--- src/rtl/core6502_pkg.sv ---
// Shared definitions for the Core6502 timing generator: T-state one-hot
// positions, debug encodings and the forced interrupt opcode.
package core6502_pkg;

    localparam int T0_IDX = 0;
    localparam int T1_IDX = 1;
    localparam int T2_IDX = 2;
    localparam int T3_IDX = 3;
    localparam int T4_IDX = 4;
    localparam int T5_IDX = 5;

    localparam logic [2:0] T0_ENC = 3'd0;
    localparam logic [2:0] T1_ENC = 3'd1;
    localparam logic [2:0] T2_ENC = 3'd2;
    localparam logic [2:0] T3_ENC = 3'd3;
    localparam logic [2:0] T4_ENC = 3'd4;
    localparam logic [2:0] T5_ENC = 3'd5;

    localparam logic [7:0] BRK_OPCODE = 8'h00;

    typedef enum logic [5:0] {
        ST_T0 = 6'b000001,
        ST_T1 = 6'b000010,
        ST_T2 = 6'b000100,
        ST_T3 = 6'b001000,
        ST_T4 = 6'b010000,
        ST_T5 = 6'b100000
    } t_state_e;

endpackage

--- src/rtl/t_sequencer_ir_latch.sv ---
// Instruction register: captures the opcode on the T1->T2 edge, substituting
// the forced BRK opcode when an interrupt is pending, and flags that injection.
module ir_latch
    import core6502_pkg::*;
#(
    parameter logic [7:0] IR_RESET = BRK_OPCODE
) (
    input  logic       clk,
    input  logic       rst_n,
    input  logic       rdy,
    input  logic       load,
    input  logic       int_pend,
    input  logic [7:0] db,
    output logic [7:0] ir,
    output logic [7:0] n_ir,
    output logic       ir01,
    output logic       int_taken
);

    logic [7:0] ir_reg;
    logic       int_taken_reg;

    // int_taken only updates on advancing cycles, so a stall stretches the pulse
    always_ff @(posedge clk or negedge rst_n) begin
        if (!rst_n) begin
            ir_reg        <= IR_RESET;
            int_taken_reg <= 1'b0;
        end else if (rdy) begin
            int_taken_reg <= load & int_pend;
            if (load) begin
                ir_reg <= int_pend ? IR_RESET : db;
            end
        end
    end

    assign ir        = ir_reg;
    assign n_ir      = ~ir_reg;
    assign ir01      = ir_reg[0] | ir_reg[1];
    assign int_taken = int_taken_reg;

endmodule

--- src/rtl/t_sequencer.sv ---
// T-state timing generator for the Core6502 decoder: one-hot T0..T5 machine,
// active-low strobes, SYNC, overrun detection and the instruction register.
module t_sequencer
    import core6502_pkg::*;
#(
    parameter logic [7:0] IR_RESET = BRK_OPCODE,
    parameter int          T_MAX    = 5
) (
    input  logic       PHI0,
    input  logic       n_RES,
    input  logic       RDY,
    input  logic [7:0] DB,
    input  logic       END_REQ,
    input  logic       INT_PEND,
    output logic       n_T0,
    output logic       n_T1X,
    output logic       n_T2,
    output logic       n_T3,
    output logic       n_T4,
    output logic       n_T5,
    output logic       SYNC,
    output logic [7:0] IR,
    output logic [7:0] n_IR,
    output logic       IR01,
    output logic       INT_TAKEN,
    output logic       SEQ_ERR,
    output logic [2:0] T_STATE
);

    t_state_e state_reg;
    logic     seq_err_reg;
    logic     at_max;

    assign at_max = state_reg[T_MAX];

    always_ff @(posedge PHI0 or negedge n_RES) begin
        if (!n_RES) begin
            state_reg   <= ST_T2;
            seq_err_reg <= 1'b0;
        end else if (RDY) begin
            case (state_reg)
                ST_T0: state_reg <= ST_T1;
                ST_T1: state_reg <= ST_T2;
                default: begin
                    // Execute states: the last cycle is either requested or forced at T_MAX
                    if (END_REQ || at_max) begin
                        state_reg <= ST_T0;
                        if (!END_REQ) begin
                            seq_err_reg <= 1'b1;
                        end
                    end else begin
                        state_reg <= t_state_e'({state_reg[4:0], 1'b0});
                    end
                end
            endcase
        end
    end

    ir_latch #(
        .IR_RESET(IR_RESET)
    ) u_ir_latch (
        .clk      (PHI0),
        .rst_n    (n_RES),
        .rdy      (RDY),
        .load     (state_reg[T1_IDX]),
        .int_pend (INT_PEND),
        .db       (DB),
        .ir       (IR),
        .n_ir     (n_IR),
        .ir01     (IR01),
        .int_taken(INT_TAKEN)
    );

    assign n_T0    = ~state_reg[T0_IDX];
    assign n_T1X   = ~state_reg[T1_IDX];
    assign n_T2    = ~state_reg[T2_IDX];
    assign n_T3    = ~state_reg[T3_IDX];
    assign n_T4    = ~state_reg[T4_IDX];
    assign n_T5    = ~state_reg[T5_IDX];
    assign SYNC    = state_reg[T1_IDX];
    assign SEQ_ERR = seq_err_reg;

    always_comb begin
        T_STATE = T0_ENC;
        case (state_reg)
            ST_T0:   T_STATE = T0_ENC;
            ST_T1:   T_STATE = T1_ENC;
            ST_T2:   T_STATE = T2_ENC;
            ST_T3:   T_STATE = T3_ENC;
            ST_T4:   T_STATE = T4_ENC;
            ST_T5:   T_STATE = T5_ENC;
            default: T_STATE = T0_ENC;
        endcase
    end

endmodule

--- config.mk ---
export PLATFORM = sky130hd
export DESIGN_NAME = t_sequencer
export DESIGN_NICKNAME = d
export VERILOG_FILES = /design/src/rtl/core6502_pkg.sv /design/src/rtl/t_sequencer_ir_latch.sv /design/src/rtl/t_sequencer.sv
export SDC_FILE = /design/constraint.sdc
export NUM_CORES = 1
export LEC_CHECK = 0
export ABC_AREA = 1
export CAP_MARGIN = 20
export CORE_MARGIN = 2
export CORE_UTILIZATION = 34
export CTS_CLUSTER_DIAMETER = 120
export DETAILED_ROUTE_END_ITERATION = 8
export PLACE_DENSITY = 0.74
export SYNTH_ARGS = -nofsm -noshare
export SYNTH_HDL_FRONTEND = slang
export SYNTH_SLANG_ARGS = --single-unit
--- constraint.sdc ---
create_clock -name PHI0 -period 1 [get_ports PHI0]
set_input_delay 0.25 -clock PHI0 [delete_from_list [all_inputs] [get_ports PHI0]]
set_output_delay 0.25 -clock PHI0 [all_outputs]
set_load 0.02 [all_outputs]
==> reports/summary.txt, run 1 <==
Vias: 907
Starting DRT DRC Count: 7
# IOs: 42
Power density cells: 1890 nW/µm²
Clock Sinks: 16
Max FFs per register: 8
Arr. time, crit path: 1.36 ns
Clk buf depth: 2
Average wire per standard cell: 13.9 µm
Core box area: 2210 µm²
Grt ovf: 0
Routed Antenna Nets: 0
Initial Util: 0.356
Commonest cells after routing, fill and taps aside: buf_6 (39), buf_4 (24), dfrtp_1 (12), clkdlybuf4s50_1 (11), o21ai_1 (10)
Warnings from Yosys: 0
Complex-gate fraction of the synthesized area: 0.146
Initial antenna violation count: 0
GP Congestion: 0.790
RSZ-0062 raised after global routing: yes
Asr flop ratio synth: 1.00
Mux contribution to synthesized area: 0
Max-Cap Viols: 0
Most common flop cell mapped by yosys: dfrtp_1
Util after Layout: 0.744
EDFF count, synth: 0
CTS clk-pin slew, worst paths: 0.10 ns
Placement Cell Area: 1390 µm²
Row cnt: 17
Via/cell ratio: 4.70
CTS tree: done
Post-Layout Inst Area: 1650 µm²
Area of the mapped netlist: 788 µm²
Sequential-to-total area share from yosys stat: 0.510
Worst-Skew Late Latency: 0.29 ns
Fin. Hold Viols: 0
Simple logic cell fraction of the synthesized area: 0.222
CP max stage cell: dfrtp_1
Worst-path fanout max: 4
CP top delay family: flip-flops
Relative max-transition margin: 0.840
Worst hold path type: in -> async
Crit Path Class: reg -> out
Outcome: finished, violations left
Num CTS Buffers: 3
Tightest Pin Transition: 0.240 ns
Fill cells: 166
Max Clock Freq: 623 MHz
Largest family of logic cells by synthesized area: simple AND/OR/NAND/NOR gates
Final critical-path share of the clock period: 1.61
Violated checks: negative setup slack
Total GRT Usage: 0.197
CP endpoint kind: primary output
Full die area: 2720 µm²
Residual DRC count: 0
Final setup viols: 37
Vias in the first global route: 926
Port Buf Inserts: 41
CTS root buf: clkbuf_4
Fraction of layout cells with a size suffix above 1: 0.642
Critical path cell sequence: nor2_4, nand4_1, o211ai_1, buf_4
Power, Total: 3.11 mW
Drt pass-1 iters: 4
Average size of a mapped cell: 8.96 µm²
Worst EP required: 0.75 ns
Post-route setup slack: -0.606 ns
Syn Nets: 101
Die Y: 52.2 µm
Nets: 179
Clock Skews: 0.00661 ns
Area Overhead vs Synth: 109%
Global-route wire length before repair: 3.91 mm
Most common cell after layout, fill and taps aside: buf_6
H-tree depth: 1
Largest net degree at the start of global routing: 18
Mapped Cells: 88
Leakage power: 0.777 nW
Synth Area in XOR/XNOR: 0
Ant diodes: 0
Setup slack after placement: -0.769 ns
Tmin final: 1.61 ns
Synth Register Bits: 16
CP max stage delay: 0.44 ns
Netlist cell types: 22
Setup crit start kind: register
Maximum VDD drop: 0.00143 V
Slew Limit Fails: 0
Dpl hpwl: 1.74 mm
Die Wd: 52.2 µm
Synth Area in Adders: 0
CP bufs+invs: 1
Total detailed-routing wirelength: 2.68 mm
-- through the flow --
| step | TNS (ns) | hold WS (ns) | std cells |
|---|---|---|---|
| 3_3_place_gp | -14.69 | 0.448 | 178 |
| 2_1_floorplan | -0.713 | -0.0456 | 88 |
| 4_1_cts | -6.81 | 0.342 | 187 |
| 6_report | -7.55 | 0.343 | 193 |
| 5_1_grt | -8.98 | 0.349 | 193 |
| 3_5_place_dp | -15.19 | 0.463 | 178 |
-- area by class of cell --
type | instances | area [µm²] | share of cell area
Clock buffer | 4 | 36.3 | 0.0221
Timing Repair Buffer | 75 | 738 | 0.449
Inverter | 19 | 92.6 | 0.0563
Sequential cell | 16 | 405 | 0.246
Multi-Input combinational cell | 51 | 338 | 0.205
Tap cell | 28 | 35.0 | 0.0213
-- per-layer routing --
layer	routed length, µm	GRT usage	up-vias
met5	0	0	-
met4	31	0.0769	0
met3	175	0.0431	4
met2	1520	0.388	32
met1	951	0.197	427
li1	-	-	444
-- logic make-up after synthesis --
kind of cell / after synthesis
buf+inv: 21
simple gates: 32
flops: 16
compound gates: 19
-- path summary, 6_finish.rpt --
check                              from          endpoint  slack (ns)  cells after the start
max                        state_reg[5]        T_STATE[0]       -0.61                      4
min reg2reg                     SEQ_ERR           SEQ_ERR        0.51                      2
max reg2reg                state_reg[5]           SEQ_ERR       -0.22                      6
min                               n_RES      state_reg[3]        0.34                      2
max in group asynchronous         n_RES  u_ir_latch.ir[6]        0.54                      2
min in group PHI0                   RDY      state_reg[0]        0.41                      2
-- cells in the mapped netlist (2+ instances only) --
cell type / n / area [µm²]
dfrtp_1: 15 / 375
inv_1: 15 / 56.3
nand3_1: 11 / 55.1
o21ai_1: 8 / 40.0
nand2_1: 7 / 26.3
nor2_1: 4 / 15.0
o21ai_0: 4 / 20.0
nand3_2: 3 / 30.0
nand4_1: 3 / 18.8
nor2_2: 3 / 18.8
a21oi_1: 2 / 10.0
inv_2: 2 / 7.51
o21ai_2: 2 / 17.5
-- worst reg2reg max path: cells and delay by family, from the launching register on --
kind | cells | cell delay (ns)
flops | 1 | 0.44
simple gates | 4 | 0.42
buf+inv | 2 | 0.26
-- power breakdown --
part / switching [mW] / internal, mW
clock: 0.213 / 0.222
combinational: 0.831 / 0.926
sequential: 0.138 / 0.776
total: 1.18 / 1.92
-- what timing repair did --
| item | in CTS | in global routing |
|---|---|---|
| setup buffers | 7 | 7 |
| pin swaps | 2 | 6 |
| hold buffers | 0 | 0 |
| endpoints found under the setup margin | 45 | 44 |
| resized for setup | 197 | 19 |
| cloned | 0 | 0 |
(Power assumes the default switching activity.)
==> run 2: changes to the inputs <==
--- a/config.mk
+++ b/config.mk
@@ -11,7 +11,9 @@
 export CORE_UTILIZATION = 34
 export CTS_CLUSTER_DIAMETER = 120
 export DETAILED_ROUTE_END_ITERATION = 8
+export GPL_TIMING_DRIVEN = 1
 export PLACE_DENSITY = 0.74
+export SLEW_MARGIN = 5
 export SYNTH_ARGS = -nofsm -noshare
 export SYNTH_HDL_FRONTEND = slang
 export SYNTH_SLANG_ARGS = --single-unit
==> results of run 2 <==
The final DEF is identical to that of run 1; final timing and power are the same.
==> run 3: changes to the inputs <==
--- a/config.mk
+++ b/config.mk
@@ -8,11 +8,11 @@
 export ABC_AREA = 1
 export CAP_MARGIN = 20
 export CORE_MARGIN = 2
-export CORE_UTILIZATION = 34
+export CORE_UTILIZATION = 38
 export CTS_CLUSTER_DIAMETER = 120
 export DETAILED_ROUTE_END_ITERATION = 8
 export GPL_TIMING_DRIVEN = 1
-export PLACE_DENSITY = 0.74
+export PLACE_DENSITY = 0.78
 export SLEW_MARGIN = 5
 export SYNTH_ARGS = -nofsm -noshare
 export SYNTH_HDL_FRONTEND = slang
==> constraint.sdc (replaced) <==
create_clock -name PHI0 -period 1.6 [get_ports PHI0]
set_input_delay 0.4 -clock PHI0 [delete_from_list [all_inputs] [get_ports PHI0]]
set_output_delay 0.4 -clock PHI0 [all_outputs]
set_load 0.02 [all_outputs]
==> reports/summary.txt, run 3 (same netlist as run 1, synthesis figures left out) <==
Via/cell ratio: 4.84
Full die area: 2450 µm²
Fraction of layout cells with a size suffix above 1: 0.367
Ant diodes: 0
Max-Cap Viols: 0
Commonest cells after routing, fill and taps aside: buf_4 (19), dlygate4sd2_1 (18), dfrtp_1 (12), inv_1 (12), clkdlybuf4s50_1 (12)
Die Wd: 49.5 µm
CTS clk-pin slew, worst paths: 0.09 ns
CTS root buf: clkbuf_4
Vias: 843
Starting DRT DRC Count: 11
Post-route setup slack: -0.0998 ns
Setup crit start kind: register
Footprint of the multi-input gates: 317 µm²
Clock Sinks: 16
Port Buf Inserts: 41
Violated checks: negative setup slack
Routed Antenna Nets: 0
Outcome: finished, violations left
Initial Util: 0.402
Crit Path Class: reg -> out
CP max stage cell: dfstp_2
Slew Limit Fails: 0
Residual DRC count: 0
Area Overhead vs Synth: 72.4%
Fin cells: 174
Dpl cells: 167
Row cnt: 16
Global-route wire length before repair: 3.28 mm
Worst hold path type: in -> async
H-tree depth: 1
Core box area: 1960 µm²
Total detailed-routing wirelength: 2.04 mm
Dpl hpwl: 1.54 mm
Tmin final: 1.70 ns
Relative max-transition margin: 0.831
Leakage power: 0.645 nW
Final setup viols: 3
Initial antenna violation count: 0
Power, Total: 1.59 mW
CP bufs+invs: 2
Worst-Skew Late Latency: 0.28 ns
Power density cells: 1170 nW/µm²
CP endpoint kind: primary output
Critical path cell sequence: inv_2, nand4_1, o211ai_1, buf_4
Worst-path fanout max: 4
Fin. Hold Viols: 0
RSZ-0062 raised after global routing: yes
Clk buf depth: 2
Clock Skews: 0.00320 ns
Max Clock Freq: 588 MHz
Num CTS Buffers: 3
Tightest Pin Transition: 0.251 ns
Fill cells: 183
Total GRT Usage: 0.174
GP Congestion: 0.775
Max FFs per register: 8
Largest net degree at the start of global routing: 18
Worst EP required: 1.20 ns
Most common cell after layout, fill and taps aside: buf_4
Setup tns final: -0.158 ns
CTS tree: done
Average wire per standard cell: 11.7 µm
Final critical-path share of the clock period: 1.06
Grt ovf: 0
Maximum VDD drop: 0.000736 V
Drt pass-1 iters: 4
CTS Hold Bufs: 0
CP top delay family: flip-flops
# IOs: 42
CP max stage delay: 0.60 ns
Die Y: 49.5 µm
Register area: 405 µm²
Vias in the first global route: 808
Nets: 161
Arr. time, crit path: 1.30 ns
[run 3: cell types whose count changed in the layout (fill, tap and decap cells not counted), moves of 3 or more]
cell	delta
dlygate4sd2_1	+17
o21ai_0	+3
inv_2	-5
buf_6	-36
buf_4	-5
inv_1	+9
inv_4	-3
[run 3: final cells by class]
cell class	instances	share of cell area
repair buffers	57	0.361
flip-flops and latches	16	0.298
multi-input cells	51	0.233
inverters	19	0.0562
clock buffers	4	0.0267
well taps	27	0.0249
[run 3: metrics by stage]
stage          hold WS, ns   util  instance area, µm²  setup WS [ns]
4_1_cts              0.438  0.669                1310        -0.0806
2_1_floorplan        0.104      -                 788         0.0546
3_3_place_gp         0.449  0.666                1310         -0.225
6_report             0.438  0.693                1360        -0.0998
3_5_place_dp         0.458  0.666                1310         -0.279
5_1_grt              0.445  0.693                1360         -0.167
[run 3: worst paths after layout]
path                               from               end  slack [ns]  cells past startpoint
setup / recovery           state_reg[2]        T_STATE[0]        -0.1                      4
hold / removal                    n_RES  u_ir_latch.ir[3]        0.44                      2
setup reg to reg           state_reg[4]           SEQ_ERR        0.44                      5
hold reg to reg                 SEQ_ERR           SEQ_ERR        0.47                      2
max in group asynchronous         n_RES      state_reg[2]        0.92                      2
min in group PHI0               SEQ_ERR           SEQ_ERR        0.47                      2
[run 3: layer usage]
metal	GRT usage	routed length (µm)	vias to the layer above
met5	0	0	-
met4	0.0833	53	0
met3	0.0485	181	7
met2	0.284	932	41
met1	0.210	871	390
li1	-	-	405
[run 3: worst reg2reg max path, cell delays in order, from the launching register on]
cell and delay, ns:
dfrtp_2 0.45, nor2_4 0.16, buf_4 0.13, nand3_1 0.12, nand4_1 0.13, nand2_1 0.06
[run 3: repair_timing]
item,CTS,global route
gates resized for setup,61,20
endpoints found under the setup margin,29,9
pin swaps,4,4
setup buffers,1,2
[run 3: power by group]
| group | internal (mW) | switching [mW] | leakage (nW) |
|---|---|---|---|
| clock | 0.139 | 0.123 | 0.0210 |
| combinational | 0.341 | 0.438 | 0.426 |
| sequential | 0.484 | 0.0641 | 0.198 |
| total | 0.964 | 0.625 | 0.645 |
